$ cat src/rtl/ccff_prog_controller.sv
// Programming sequencer for a ccff_head/ccff_tail configuration scan chain:
// flush to zero, measure the chain with a marker bit, then load a word-streamed bitstream.
module ccff_prog_controller #(
    parameter int CHAIN_LEN = 64,
    parameter int WORD_W    = 8,
    parameter int CNT_W     = 8
) (
    input  logic              prog_clk,
    input  logic              pReset,
    input  logic              start,
    input  logic [WORD_W-1:0] bs_data,
    input  logic              bs_valid,
    output logic              bs_ready,
    output logic              ccff_head,
    output logic              ccff_shift_en,
    input  logic              ccff_tail,
    output logic              IO_ISOL_N,
    output logic              busy,
    output logic              done,
    output logic              error,
    output logic [CNT_W-1:0]  measured_len
);

    localparam logic [2:0] S_IDLE  = 3'd0;
    localparam logic [2:0] S_FLUSH = 3'd1;
    localparam logic [2:0] S_PROBE = 3'd2;
    localparam logic [2:0] S_LOAD  = 3'd3;
    localparam logic [2:0] S_DONE  = 3'd4;
    localparam logic [2:0] S_ERR   = 3'd5;

    localparam int BL_W = $clog2(WORD_W + 1);

    localparam logic [CNT_W-1:0] LEN_C     = CNT_W'(CHAIN_LEN);
    localparam logic [CNT_W-1:0] LIMIT_C   = CNT_W'(CHAIN_LEN + 2);
    localparam logic [CNT_W-1:0] CNT_ONE_C = CNT_W'(1);
    localparam logic [BL_W-1:0]  BL_ONE_C  = BL_W'(1);
    localparam logic [BL_W-1:0]  BL_REST_C = BL_W'(WORD_W - 1);

    logic [2:0]        state_q, state_d;
    logic [CNT_W-1:0]  cnt_q, cnt_d;
    logic              wait_q, wait_d;
    logic [WORD_W-1:0] sr_q, sr_d;
    logic [BL_W-1:0]   left_q, left_d;
    logic              head_q, head_d;
    logic              en_q, en_d;
    logic              ready_q, ready_d;
    logic              iso_n_q, iso_n_d;
    logic              busy_q, busy_d;
    logic              done_q, done_d;
    logic              err_q, err_d;
    logic [CNT_W-1:0]  meas_q, meas_d;
    logic              take_s;

    assign take_s = ready_q & bs_valid;

    // Next-state logic; head/shift_en are computed for the shift the chain takes on the next edge.
    always_comb begin
        state_d = state_q;
        cnt_d   = cnt_q;
        wait_d  = wait_q;
        sr_d    = sr_q;
        left_d  = left_q;
        head_d  = 1'b0;
        en_d    = 1'b0;
        iso_n_d = iso_n_q;
        done_d  = 1'b0;
        err_d   = err_q;
        meas_d  = meas_q;

        case (state_q)
            S_IDLE, S_DONE, S_ERR: begin
                if (start) begin
                    state_d = S_FLUSH;
                    err_d   = 1'b0;
                    meas_d  = '0;
                    iso_n_d = 1'b0;
                    en_d    = 1'b1;
                    cnt_d   = CNT_ONE_C;
                end else begin
                    state_d = state_q;
                end
            end
            S_FLUSH: begin
                en_d = 1'b1;
                if (cnt_q == LEN_C) begin
                    state_d = S_PROBE;
                    head_d  = 1'b1;
                    cnt_d   = CNT_ONE_C;
                    wait_d  = 1'b0;
                end else begin
                    cnt_d = cnt_q + CNT_ONE_C;
                end
            end
            S_PROBE: begin
                // Shift and sample alternate so each probe shift is judged before the next one.
                if (!wait_q) begin
                    wait_d = 1'b1;
                end else begin
                    wait_d = 1'b0;
                    if (ccff_tail) begin
                        meas_d = cnt_q;
                        if (cnt_q == LEN_C) begin
                            state_d = S_LOAD;
                            cnt_d   = '0;
                            left_d  = '0;
                        end else begin
                            state_d = S_ERR;
                            err_d   = 1'b1;
                        end
                    end else if (cnt_q == LIMIT_C) begin
                        meas_d  = LIMIT_C;
                        state_d = S_ERR;
                        err_d   = 1'b1;
                    end else begin
                        en_d  = 1'b1;
                        cnt_d = cnt_q + CNT_ONE_C;
                    end
                end
            end
            S_LOAD: begin
                if (cnt_q == LEN_C) begin
                    state_d = S_DONE;
                    done_d  = 1'b1;
                    iso_n_d = 1'b1;
                    left_d  = '0;
                end else if (left_q != '0) begin
                    head_d = sr_q[0];
                    en_d   = 1'b1;
                    sr_d   = sr_q >> 1;
                    left_d = left_q - BL_ONE_C;
                    cnt_d  = cnt_q + CNT_ONE_C;
                end else if (take_s) begin
                    head_d = bs_data[0];
                    en_d   = 1'b1;
                    sr_d   = bs_data >> 1;
                    left_d = BL_REST_C;
                    cnt_d  = cnt_q + CNT_ONE_C;
                end else begin
                    state_d = S_LOAD;
                end
            end
            default: begin
                state_d = S_IDLE;
                iso_n_d = 1'b0;
            end
        endcase

        busy_d  = (state_d == S_FLUSH) || (state_d == S_PROBE) || (state_d == S_LOAD);
        ready_d = (state_d == S_LOAD) && (left_d == '0) && (cnt_d != LEN_C);
    end

    // State and registered outputs; reset leaves the external chain untouched.
    always_ff @(posedge prog_clk) begin
        if (pReset) begin
            state_q <= S_IDLE;
            cnt_q   <= '0;
            wait_q  <= 1'b0;
            sr_q    <= '0;
            left_q  <= '0;
            head_q  <= 1'b0;
            en_q    <= 1'b0;
            ready_q <= 1'b0;
            iso_n_q <= 1'b0;
            busy_q  <= 1'b0;
            done_q  <= 1'b0;
            err_q   <= 1'b0;
            meas_q  <= '0;
        end else begin
            state_q <= state_d;
            cnt_q   <= cnt_d;
            wait_q  <= wait_d;
            sr_q    <= sr_d;
            left_q  <= left_d;
            head_q  <= head_d;
            en_q    <= en_d;
            ready_q <= ready_d;
            iso_n_q <= iso_n_d;
            busy_q  <= busy_d;
            done_q  <= done_d;
            err_q   <= err_d;
            meas_q  <= meas_d;
        end
    end

    assign bs_ready      = ready_q;
    assign ccff_head     = head_q;
    assign ccff_shift_en = en_q;
    assign IO_ISOL_N     = iso_n_q;
    assign busy          = busy_q;
    assign done          = done_q;
    assign error         = err_q;
    assign measured_len  = meas_q;

endmodule
$ cat config.mk
export PLATFORM = sky130hd
export DESIGN_NAME = ccff_prog_controller
export DESIGN_NICKNAME = d
export VERILOG_FILES = /design/src/rtl/ccff_prog_controller.sv
export SDC_FILE = /design/constraint.sdc
export NUM_CORES = 1
export LEC_CHECK = 0
export CORE_MARGIN = 1
export CORE_UTILIZATION = 38
export CTS_CLUSTER_SIZE = 12
export DETAILED_ROUTE_END_ITERATION = 8
export PLACE_DENSITY = 0.56
export SLEW_MARGIN = 25
export SYNTH_ARGS = -nofsm -noshare
export SYNTH_HDL_FRONTEND = slang
export SYNTH_SLANG_ARGS = --single-unit
$ cat constraint.sdc
create_clock -name prog_clk -period 4 [get_ports prog_clk]
set_clock_uncertainty 0.1 [all_clocks]
set_input_delay 0.8 -clock prog_clk [delete_from_list [all_inputs] [get_ports prog_clk]]
set_output_delay 0.8 -clock prog_clk [all_outputs]
set_load 0.01 [all_outputs]
==> metrics.cfg <==
[logic_synthesis]
synth_top_area_cell = dfxtp_1
synth_ff_type = dfxtp_1
synth-seq-cells = 38
synth-edff-count = 0
syn-instance-count = 273
yosys_warnings = 0
ys_types = 56
async_flop_share_pct = 0
synth.avg_cell_area_um2 = 7.70
synth_nets = 290
synth_area_leaders = dfxtp_1 (36%), a21oi_1 (6.2%), nor2_1 (6.1%)
syn-cell-area_um2 = 2100
synth.top_cell.area_share_pct = 36.2
ys_seq_area_share_pct = 36.2

[timing]
relSlewSlack_pct = 61.1
period_share_pct = 67.7
drv_slew = 0
fmax_mhz = 369
min_period_ns = 2.71
tns_ns = 0
timing.final.ws_setup_ns = 1.29
finalSetupViolations = 0
hold_slack_ns = 0.353
rsz0062_at_grt = false
worst_slew_pin_slew_ns = 0.581
hold_viol = 0

[grt]
grt_pass1_vias = 1866
grt_overflow = 0
grt_pass1_wl_mm = 9.12
grt.total_usage_pct = 19.5
grt_max_degree = 36
antenna_found_initial = 0

[routing]
drc = 0
vias_per_cell = 5.61
drt_iter0_drc = 138
final_antenna_net_count = 0
wirelength_mm = 5.51
num_vias = 2047
dr.pass1.iters = 5
post_drt_wl_per_cell_um = 15.1

[floorplanning]
placeableCoreArea_um2 = 5200
die_w_um = 76.4
initial_utilization_pct = 40.4
die_h_um = 76.4
dieArea_um2 = 5830
row_count = 26
ios = 28

[clock_tree]
cts_root_buffer = clkbuf_8
cts_max_level = 2
cts_tree = yes
cts_max_path_buffers = 2
holdBufCountCts = 0
numCtsBuffers = 5
clock_latency_ns = 0.29
cts_resized = 0
cts.clk_slew.worst_paths_ns = 0.07
postCtsSetupRepairBufs = 0
cts_sinks = 38

[power]
worst_ir_drop_vdd_mv = 0.171
power_density_nw_per_um2 = 293
leakagePower_nw = 0.890

[worst_setup_path]
required_ns = 4.08
critPathMaxFanout = 5
path_class = in -> reg
r2r-end = bs_ready$_SDFF_PP0_
slowest_delay_ns = 0.56
rrSetupSlack_ns = 1.32
slowest_stage = clkdlybuf4s50_1
crit_chain = clkdlybuf4s50_1, nand2b_1, o21ai_0, o211ai_1, a21o_1, a21oi_2, nand4_1, o2111a_1
worstPathArrival_ns = 2.79
cp-start-kind = input pin
crit_buf_inv = 1
crit_family = compound AO/OA/AOI/OAI gates
cp-end-kind = flop
reg2regPathDepth = 9
rr_startpoint = left_q[0]$_SDFF_PP0_

[finish]
final_common_cell = dfxtp_1
fill_cells = 554
regArea_um2 = 761
fin_nets = 313
syn2layout_area_growth_pct = 19.3
diodes = 0
multi_input_area_um2 = 1230
final_cell_mix = dfxtp_1 (38), nor2_1 (34), nand2_1 (33)
design_area_um2 = 2510
drive_gt1_share_pct = 6.44

[worst_hold_path]
hold_path.class = reg -> reg
holdCritStartpoint = measured_len[0]$_SDFFE_PP0P_
whs_path_depth = 2
min_delay_worst_endpoint = measured_len[0]$_SDFFE_PP0P_

[placement]
io_buffer_count = 27
place_area_um2 = 2420
dpl.hpwl_mm = 4.01
place.gp.congestion = 0.860
place_ws_ns = 1.02

[status]
status = finished, final reports clean

[run]
drv_cap = 0

==> report_power, final <==
part           switching (mW)  internal, mW
logic                  0.0444        0.0358
registers             0.00801         0.383
clock network           0.131         0.133
total                   0.183         0.552
==> final cells by class <==
type | instances | share of cell area (%)
Tap cell | 70 | 3.49
Sequential cell | 38 | 30.4
Multi-Input combinational cell | 209 | 49.2
Timing Repair Buffer | 31 | 12.0
Clock buffer | 6 | 3.30
Inverter | 11 | 1.65
==> worst reg2reg max path, cell delays in order, from the launching register on <==
cell and delay (ns):
dfxtp_1 0.33, inv_1 0.06, ha_1 0.21, or3b_1 0.53
a21oi_1 0.34, o221a_2 0.38, nor2b_1 0.07, o21ai_1 0.17
nand4_1 0.14, o2111a_1 0.24
==> kinds of logic after synthesis <==
kind of cell / after synthesis / share of synthesized area [%]
flip-flops: 38 / 36.2
AO/OA/AOI/OAI: 83 / 26.3
multiplexers: 1 / 0.476
AND/OR/NAND/NOR: 119 / 28.7
adder cells (fa/ha/maj): 4 / 2.38
buffers and inverters: 26 / 5.06
XOR/XNOR: 2 / 0.834
==> flip-flops by register name, summed over array words and instances, names as in the netlist <==
register and cells:
ccff_shift_en 1, wait_q 1, cnt_q 8, state_q 3, IO_ISOL_N 1, measured_len 8
ccff_head 1, error 1, left_q 4, sr_q 7, busy 1, done 1
bs_ready 1
==> per-stage QoR <==
stage          instances  util, %  power [mW]
4_1_cts              365     48.1       0.740
2_1_floorplan        273        -       0.448
3_5_place_dp         359     46.6       0.479
6_report             365     48.1       0.735
5_1_grt              365     48.1       0.767
3_3_place_gp         359     46.6       0.480
==> per-layer routing <==
metal / track usage [%] / vias up / share of wire [%]
met1: 28.0 / 938 / 48
li1: - / 1032 / -
met2: 28.7 / 66 / 44
met3: 3.71 / 11 / 6.4
met4: 6.92 / 0 / 1.6
met5: 0 / - / 0
==> worst max path at each step <==
stage | from | endpoint | slack [ns] | cells past startpoint
floorplan | left_q[0]$_SDFF_PP0_ | bs_ready$_SDFF_PP0_ | 1.63 | 11
global placement | start | bs_ready$_SDFF_PP0_ | 0.98 | 8
detailed placement | ccff_tail | bs_ready$_SDFF_PP0_ | 1.02 | 8
CTS | ccff_tail | bs_ready$_SDFF_PP0_ | 1.32 | 8
global route | left_q[1]$_SDFF_PP0_ | bs_ready$_SDFF_PP0_ | 1.10 | 9
finish | start | bs_ready$_SDFF_PP0_ | 1.29 | 8
==> synthesized netlist by cell type, types with 3 or more instances <==
cell and number:
or3b_1 4, nor2b_1 4, a311oi_1 6, and3_1 3
nand4_1 7, a21o_1 4, nand3b_1 4, nor3_1 7
o21ai_0 11, o21a_1 3, inv_1 11, nand2b_1 6
nor2_1 34, nand2_1 33, a21oi_1 26, dfxtp_1 38
ha_1 4, nand3_1 5, o21ai_1 8, clkbuf_1 12
(Power assumes the default switching activity.)
